==> src/rtl/mandel_frame_sequencer.sv <==
// -----------------------------------------------------------------------------
// mandel_frame_sequencer
//
// Walks an H_RES x V_RES pixel grid in raster order. For each pixel it drives
// one start into the shared Mandelbrot iteration engine with the pixel's complex
// constant c, waits for the engine's result, and presents that result on a
// ready/valid pixel stream toward the framebuffer / colour-gradient stage.
// This block is the only driver of the engine's start and c inputs.
//
// Ports:
//   clk, rst            system clock (rising edge), async active-high reset
//   go                  start a frame (sampled only while idle)
//   abort               abandon the current frame and return to idle
//   x_min, y_min        signed c of pixel (0,0)
//   step                signed per-pixel increment on both axes
//   eng_start           one-cycle start pulse to the engine
//   eng_c_real/imag     c presented to the engine, held from issue to emit
//   eng_valid           engine result valid
//   eng_iterations      engine iteration count
//   eng_is_mandelbrot   engine in-set flag
//   pix_valid/ready     pixel stream handshake
//   pix_x, pix_y        pixel coordinates of the presented result
//   pix_iter/pix_in_set captured engine result
//   busy                high whenever a frame is in progress (not idle)
//   frame_done          one-cycle pulse when the last pixel has been accepted
// -----------------------------------------------------------------------------
module mandel_frame_sequencer #(
  parameter int FIXED_POINT_WIDTH = 16,
  parameter int MAX_ITER          = 256,
  parameter int H_RES             = 160,
  parameter int V_RES             = 120,
  localparam int IW = $clog2(MAX_ITER),
  localparam int XW = $clog2(H_RES),
  localparam int YW = $clog2(V_RES)
) (
  input  logic                         clk,
  input  logic                         rst,
  input  logic                         go,
  input  logic                         abort,
  input  logic [FIXED_POINT_WIDTH-1:0] x_min,
  input  logic [FIXED_POINT_WIDTH-1:0] y_min,
  input  logic [FIXED_POINT_WIDTH-1:0] step,
  output logic                         eng_start,
  output logic [FIXED_POINT_WIDTH-1:0] eng_c_real,
  output logic [FIXED_POINT_WIDTH-1:0] eng_c_imag,
  input  logic                         eng_valid,
  input  logic [IW-1:0]                eng_iterations,
  input  logic                         eng_is_mandelbrot,
  output logic                         pix_valid,
  input  logic                         pix_ready,
  output logic [XW-1:0]                pix_x,
  output logic [YW-1:0]                pix_y,
  output logic [IW-1:0]                pix_iter,
  output logic                         pix_in_set,
  output logic                         busy,
  output logic                         frame_done
);

  localparam logic [2:0] S_IDLE  = 3'd0;
  localparam logic [2:0] S_ISSUE = 3'd1;
  localparam logic [2:0] S_WAIT  = 3'd2;
  localparam logic [2:0] S_EMIT  = 3'd3;
  localparam logic [2:0] S_DONE  = 3'd4;

  localparam logic [XW-1:0] X_LAST = XW'(H_RES - 1);
  localparam logic [YW-1:0] Y_LAST = YW'(V_RES - 1);

  logic [2:0]                   state_q,      state_d;
  logic [XW-1:0]                x_q,          x_d;
  logic [YW-1:0]                y_q,          y_d;
  logic [FIXED_POINT_WIDTH-1:0] cr_q,         cr_d;
  logic [FIXED_POINT_WIDTH-1:0] ci_q,         ci_d;
  logic [FIXED_POINT_WIDTH-1:0] x_min_q,      x_min_d;
  logic [FIXED_POINT_WIDTH-1:0] step_q,       step_d;
  logic [IW-1:0]                pix_iter_q,   pix_iter_d;
  logic                         pix_in_set_q, pix_in_set_d;

  logic transfer;

  assign transfer = (state_q == S_EMIT) && pix_ready;

  always_comb begin
    state_d      = state_q;
    x_d          = x_q;
    y_d          = y_q;
    cr_d         = cr_q;
    ci_d         = ci_q;
    x_min_d      = x_min_q;
    step_d       = step_q;
    pix_iter_d   = pix_iter_q;
    pix_in_set_d = pix_in_set_q;

    case (state_q)
      S_IDLE: begin
        // abort beats go when both are seen in the same idle cycle
        if (go && !abort) begin
          x_min_d = x_min;
          step_d  = step;
          x_d     = '0;
          y_d     = '0;
          cr_d    = x_min;
          ci_d    = y_min;
          state_d = S_ISSUE;
        end
      end

      S_ISSUE: begin
        // eng_valid may still be high from the previous pixel here, so it is
        // deliberately not looked at until the following cycle
        state_d = abort ? S_IDLE : S_WAIT;
      end

      S_WAIT: begin
        if (abort) begin
          state_d = S_IDLE;
        end else if (eng_valid) begin
          pix_iter_d   = eng_iterations;
          pix_in_set_d = eng_is_mandelbrot;
          state_d      = S_EMIT;
        end
      end

      S_EMIT: begin
        if (transfer) begin
          // c is stepped incrementally; the adds wrap in two's complement
          if (x_q != X_LAST) begin
            x_d     = x_q + 1'b1;
            cr_d    = cr_q + step_q;
            state_d = S_ISSUE;
          end else if (y_q != Y_LAST) begin
            x_d     = '0;
            y_d     = y_q + 1'b1;
            cr_d    = x_min_q;
            ci_d    = ci_q + step_q;
            state_d = S_ISSUE;
          end else begin
            state_d = S_DONE;
          end
        end
        // an accepted pixel still counts when abort arrives with it
        if (abort) begin
          state_d = S_IDLE;
        end
      end

      S_DONE: begin
        state_d = S_IDLE;
      end

      default: begin
        state_d = S_IDLE;
      end
    endcase
  end

  always_ff @(posedge clk or posedge rst) begin
    if (rst) begin
      state_q      <= S_IDLE;
      x_q          <= '0;
      y_q          <= '0;
      cr_q         <= '0;
      ci_q         <= '0;
      x_min_q      <= '0;
      step_q       <= '0;
      pix_iter_q   <= '0;
      pix_in_set_q <= 1'b0;
    end else begin
      state_q      <= state_d;
      x_q          <= x_d;
      y_q          <= y_d;
      cr_q         <= cr_d;
      ci_q         <= ci_d;
      x_min_q      <= x_min_d;
      step_q       <= step_d;
      pix_iter_q   <= pix_iter_d;
      pix_in_set_q <= pix_in_set_d;
    end
  end

  // every output is a register or a decode of the registered state
  assign eng_start  = (state_q == S_ISSUE);
  assign eng_c_real = cr_q;
  assign eng_c_imag = ci_q;
  assign pix_valid  = (state_q == S_EMIT);
  assign pix_x      = x_q;
  assign pix_y      = y_q;
  assign pix_iter   = pix_iter_q;
  assign pix_in_set = pix_in_set_q;
  assign busy       = (state_q != S_IDLE);
  assign frame_done = (state_q == S_DONE);

endmodule

==> config.mk <==
export PLATFORM = sky130hd
export DESIGN_NAME = mandel_frame_sequencer
export DESIGN_NICKNAME = d
export VERILOG_FILES = /design/src/rtl/mandel_frame_sequencer.sv
export SDC_FILE = /design/constraint.sdc
export NUM_CORES = 1
export LEC_CHECK = 0
export ABC_AREA = 1
export BUFFER_PORTS_ARGS = -buffer_cell sky130_fd_sc_hd__clkbuf_2
export CAP_MARGIN = 20
export CORE_AREA = 2 2 150 152
export DETAILED_ROUTE_END_ITERATION = 8
export DIE_AREA = 0 0 152 154
export MAX_ROUTING_LAYER = met4
export PLACE_DENSITY = 0.48
export SETUP_SLACK_MARGIN = 0.5
export SKIP_LAST_GASP = 1
export SLEW_MARGIN = 20
export SYNTH_ARGS = -nofsm -noshare
export SYNTH_HDL_FRONTEND = slang
export SYNTH_SLANG_ARGS = --single-unit
export TNS_END_PERCENT = 20
==> constraint.sdc <==
create_clock -name clk -period 3.4 [get_ports clk]
set_input_delay 0.17 -clock clk [delete_from_list [all_inputs] [get_ports clk]]
set_output_delay 0.17 -clock clk [all_outputs]
set_load 0.01 [all_outputs]
---- Word-level counts from Yosys, hierarchy flattened ----
Cells that the tools add are included.
cells by class
  $add $sub $neg .......................... 4
  equality and inequality tests ........... 13
  multiplexer cells ....................... 29
  bitwise operators ....................... 1
  reductions and logical operators ........ 11
operators with widths
  kind                                                                      number
  16-bit two-way mux                                                        8
  16-bit case mux with 2 select lines                                       2
  16-bit adder                                                              2
  8-bit two-way mux                                                         4
  7-bit two-way mux                                                         4
  3-bit two-way mux                                                         7
  8-bit case mux with 2 select lines                                        1
  7-bit case mux with 2 select lines                                        1
  3-bit case mux with 4 select lines                                        1
  8-bit by 1-bit adder with 8-bit output (second input constant)            1
  8-bit inequality test (second input constant)                             1
  7-bit by 1-bit adder with 7-bit output (second input constant)            1
  7-bit inequality test (second input constant)                             1
  3-bit by 2-bit equality test with 1-bit output (second input constant)    2
  3-bit AND reduction                                                       2
  5-bit AND reduction                                                       1
  2-bit by 1-bit inequality test with 1-bit output (second input constant)  2
  2-bit inequality test (second input constant)                             2
  4-bit AND reduction                                                       1
  3-bit by 1-bit equality test with 1-bit output (second input constant)    1
  3-bit equality test (second input constant)                               1
  3-bit logical NOT                                                         1
  3-bit by 1-bit inequality test with 1-bit output (second input constant)  1
  3-bit by 2-bit inequality test with 1-bit output (second input constant)  1
  other kinds (8)                                                           9
word-level totals
  bits in registers ....................... 91
  input bits .............................. 63
  output and inout port bits .............. 60
  logic and storage cells ................. 67

---- Logic depth before layout (Yosys ltp) ----
  word-level depth ........................ 6
  gate-level depth with buffers ........... 12

---- Least setup slack after synthesis ----
No wires, ideal clock.
  path type ............................... reg-to-reg
  start point ............................. reg ci_q[0], in the netlist eng_c_imag[0]
  end point ............................... reg ci_q[4], in the netlist eng_c_imag[4]
  setup time .............................. 119 ps
  arrival time ............................ 1801 ps
  data required time ...................... 3281 ps
  setup slack ............................. 1480 ps
  cell stages (with the launch flop) ...... 10
  buffers on the path ..................... 0
  path through ............................ dfrtp_1 > ha_1 > fa_1 > nand2_1 > nand2_1 > and2_1 > or2_2 > nand3_1 > nand3_1 > o21a_1
on the way
  longest elaborated chain between the ends .. 5
ends and longest elaborated chain
  element                              RTL line  text
  start: declaration                   72        logic [FIXED_POINT_WIDTH-1:0] ci_q, ci_d;
  start signal: assignment             172       ci_q <= ci_d;
  16-bit adder                         134       ci_d = ci_q + step_q;
  16-bit two-way mux                   130       end else if (y_q != Y_LAST) begin
  16-bit two-way mux                   126       if (x_q != X_LAST) begin
  16-bit two-way mux                   124       if (transfer) begin
  16-bit case mux with 2 select lines  93        case (state_q)
Every way passes these cells. The select of a mux whose other input is x is not followed.
A chain may end at the register's enable or synchronous reset.

---- Worst setup path after layout ----
  start point ............................. reg x_q[1], in the netlist pix_x[1]
  end point ............................... reg x_q[6], in the netlist pix_x[6]
on the way
  longest elaborated chain between the ends .. 4
  elaborated cells between the ends (all ways) .. 7
  those cells by class .................... 1 x add/sub; 2 x eq/ne; 3 x mux; 1 x reduce/logical
ends and longest elaborated chain
  element                                                                                 RTL line  text
  start: declaration                                                                      69        logic [XW-1:0] x_q, x_d;
  start signal: assignment                                                                159       x_q <= '0;
  start signal: assignment                                                                169       x_q <= x_d;
  8-bit by 1-bit adder with 8-bit output / 8-bit inequality test (equally long branches)  127, 126
  8-bit two-way mux                                                                       126
  8-bit two-way mux                                                                       124
  8-bit case mux with 2 select lines                                                      93
Several ways; a longest one is shown, not always the timed one. The select of a mux whose other input is x is not followed.

==> summary.md <==
| Metric | Value |
|---|---|
| Hold Path Origin | `step[15]` |
| Fin Setup TNS | `0 ps` |
| GRT overflow | `0` |
| Cells after Synth | `884` |
| Area Overhead vs Synth | `19.19%` |
| Sequential share of power | `0.296` |
| Die area | `23410 sq um` |
| CP top delay family | `simple AND/OR/NAND/NOR gates` |
| Die H | `between 150 and 200 microns` |
| WP data required | `3630 ps` |
| Gate power share | `0.551` |
| CTS resizes | `0` |
| Tcrit/Tclk final | `0.6585` |
| RSZ-0062 raised after global routing | `false` |
| Initial DRC count | `264` |
| Filler Cells Inserted | `2391` |
| Placer Congestion | `0.8402` |
| Diodes inserted | `0` |
| Final setup viols | `0` |
| Critical Path AT | `2460 ps` |
| Initial core utilization | `0.2856` |
| CTS tree | `yes` |
| Via-to-Cell Ratio | `4.450` |
| Async SR Flop Fraction | `1.000` |
| Final ANT Viol Nets | `0` |
| Top-Level Pins | `123` |
| Post-synth EDFFs | `0` |
| Max FO, Critical Path | `29` |
| Maximum vdd drop | `0.3157 mV` |
| Setup CP Type | `reg -> reg` |
| Mapped Area | `6193 sq um` |
| WL/cell | `13.42 microns` |
| Top-count cell post-synth | `nand2_1` |
| Fin util | `0.3404` |
| Max-cap violations | `0` |
| Clock Latency Late Sink | `between 300 and 400 ps` |
| Port buffer count | `122` |
| Worst hold path class | `in -> reg` |
| Antenna violations before repair | `0` |
| Max clock buf depth | `2` |
| Row cnt | `54` |
| Kind of end point of the critical path | `register` |
| Net Switching | `approximately 3.2 mW` |
| WP buf/inv | `3` |
| Layout Cells excl Fill | `1289` |
| Synth Flop Type | `dfrtp_1` |
| Most common library cells after synthesis | `nand2_1 (350), inv_1 (115), dfrtp_1 (91)` |
| Post-Route WL | `around 17000 microns` |
| GR Layer Usage met2 | `0.2462` |
| First-pass GRT wire length | `between 20000 and 30000 microns` |
| GR Util All Layers | `0.1578` |
| First drt pass iteration count | `5` |
| Placement Setup Slack | `~1200 ps` |
| Hpwl dp | `13440 microns` |
| Status | `finished, final reports clean` |
| Routing usage on met3 | `0.02424` |
| Tightest Pin Transition | `approximately 760 ps` |
| Leading post-synthesis cells by cell area | `dfrtp_1 (37%), nand2_1 (21%), inv_1 (7.0%), ha_1 (6.5%), nand3_1 (5.5%)` |
| Synthesis warning total | `0` |
| Reg-to-Reg Start | `pix_x[1]` |
| Sw Share | `0.4725` |
| Placed instance area | `approximately 7000 sq um` |
| P_leak | `a little over 4 nW` |
| Crit path from | `pix_x[1]` |
| DRC | `0` |
| Cell taking the most area after synthesis | `dfrtp_1` |
| Synth Net Count | `slightly below 1000` |
| Fraction of layout cells with a size suffix above 1 | `0.1863` |
| Post-Syn Area per Cell | `7.006 sq um` |
| CTS Root Cell | `clkbuf_16` |
| Crit-path max cell delay | `370 ps` |
| Fmax | `approximately 450 MHz` |
| Unique masters post-synth | `39` |
| Slew HR | `0.4880` |
| Dpl cells | `1271` |
| Pwr dens | `903.8 nW/um^2` |
| Clock slew at reported path FFs | `70 ps` |
| Final WS setup | `roughly 1200 ps` |
| #FFs+latches synth | `91` |
| Pin count of the biggest net entering global routing | `38` |
| H-tree depth | `3` |
| Die W | `152 microns` |
| Grt peak-use layer | `met2` |
| Routing usage on met1 | `0.2133` |
| P_int | `roughly 3.5 mW` |
| Layout Nets | `1101` |
| Slowest-stage cell, CP | `dfrtp_1` |
| Critical Path Start Type | `register` |
| Sink Count | `91` |
| DR vias | `5736` |
| Sequential cell area fraction in the yosys report | `0.3677` |
| Final Hold Fails | `0` |
| Core Footprint | `between 20000 and 25000 sq um` |
| Finished Cell Area | `roughly 7400 sq um` |
| Most frequent CP cell | `inv_2` |
| Tmin final | `2239 ps` |
| CP Cell Sequence | `ha_1 > nand3_2 > nor2_4 > nand2_2 > buf_4 > inv_2 > nand2_1 > nand2_4 > inv_2 > nand4_1 > o21ai_0` |
| Total CTS buffers | `9` |
| Slew Limit Fails | `0` |
| Synth top area share | `0.3677` |
| Clock power share | `0.154` |
| Post-Route Skew | `8.651 ps` |
| Vias in the first global route | `around 5600` |
logic make-up after synthesis:
kind of cell | share of synthesized area
AOI/OAI and AO/OA | 0.08182
xor gates and xnor gates | 0.01131
adders and majority gates | 0.07111
buffers and inverters | 0.09575
DFF | 0.3677
muxes | 0.01636
and+or+nand+nor | 0.3560
cells in the final DEF, fill, tap and decap left out, drive strengths merged, types with 13 or more instances in the layout:
cell and instances:
nand2 354, clkbuf 133, inv 118, dfrtp 91, nor2 71, nand3 71
ha 32, o21ai 26, a21oi 21, nor3 16, a21boi 13
per-stage QoR:
step	total power [mW]	hold slack [ps]
6_report	6.672	20.06
5_1_grt	7.446	19.82
4_1_cts	6.763	7.273
3_3_place_gp	5.663	232.3
3_5_place_dp	5.690	228.2
2_1_floorplan	4.631	279.6
flip-flops by register name, indices dropped and copies added, names as in the netlist:
signal and count:
state_q 3, pix_iter 8, pix_in_set 1, pix_x 8
step_q 16, pix_y 7, eng_c_imag 16, x_min_q 16
eng_c_real 16
power groups by stage:
stage	clock network, mW	logic (mW)	registers, mW
6_report	1.02	3.67	1.97
5_1_grt	1.11	4.28	2.05
4_1_cts	1.07	3.71	1.98
3_5_place_dp	0	3.69	2.00
3_3_place_gp	0	3.67	2.00
2_1_floorplan	0	2.68	1.95
worst paths after layout:
check / depth (start not counted) / to / slack (ps)
min: 3 / step_q[15] / 20
max in group asynchronous: 4 / eng_c_imag[9] / 2150
max reg2reg: 11 / pix_x[6] / 1160
max: 11 / pix_x[6] / 1160
min in group asynchronous: 3 / x_min_q[1] / 380
min reg2reg: 2 / x_min_q[15] / 480
layout make-up:
type	instances	area, sq um	share of cell area
multi-input cells	652	3323	0.4502
clock buffers	11	242.7	0.03288
inverters	120	455.4	0.06169
flip-flops and latches	91	2277	0.3085
well taps	280	350.3	0.04746
repair buffers	130	680.7	0.09220
clock inverters	5	52.55	0.007119
what timing repair did:
action	in CTS	in global routing
hold buffers	1	0
setup buffers	0	0
endpoints found under the hold margin	27	0
routing by layer:
metal,vias to the layer above,share of wire
met3,18,0.028
met1,2593,0.50
met5,-,0
li1,3019,-
met4,0,0.014
met2,106,0.46
worst reg2reg max path: stages, from the launching register on:
cell,delay [ps]
dfrtp_1,370
ha_1,220
nand3_2,120
nor2_4,140
nand2_2,70
buf_4,250
inv_2,140
nand2_1,140
nand2_4,350
inv_2,150
nand4_1,90
o21ai_0,80
No activity file was read; power rests on OpenSTA's default activity.
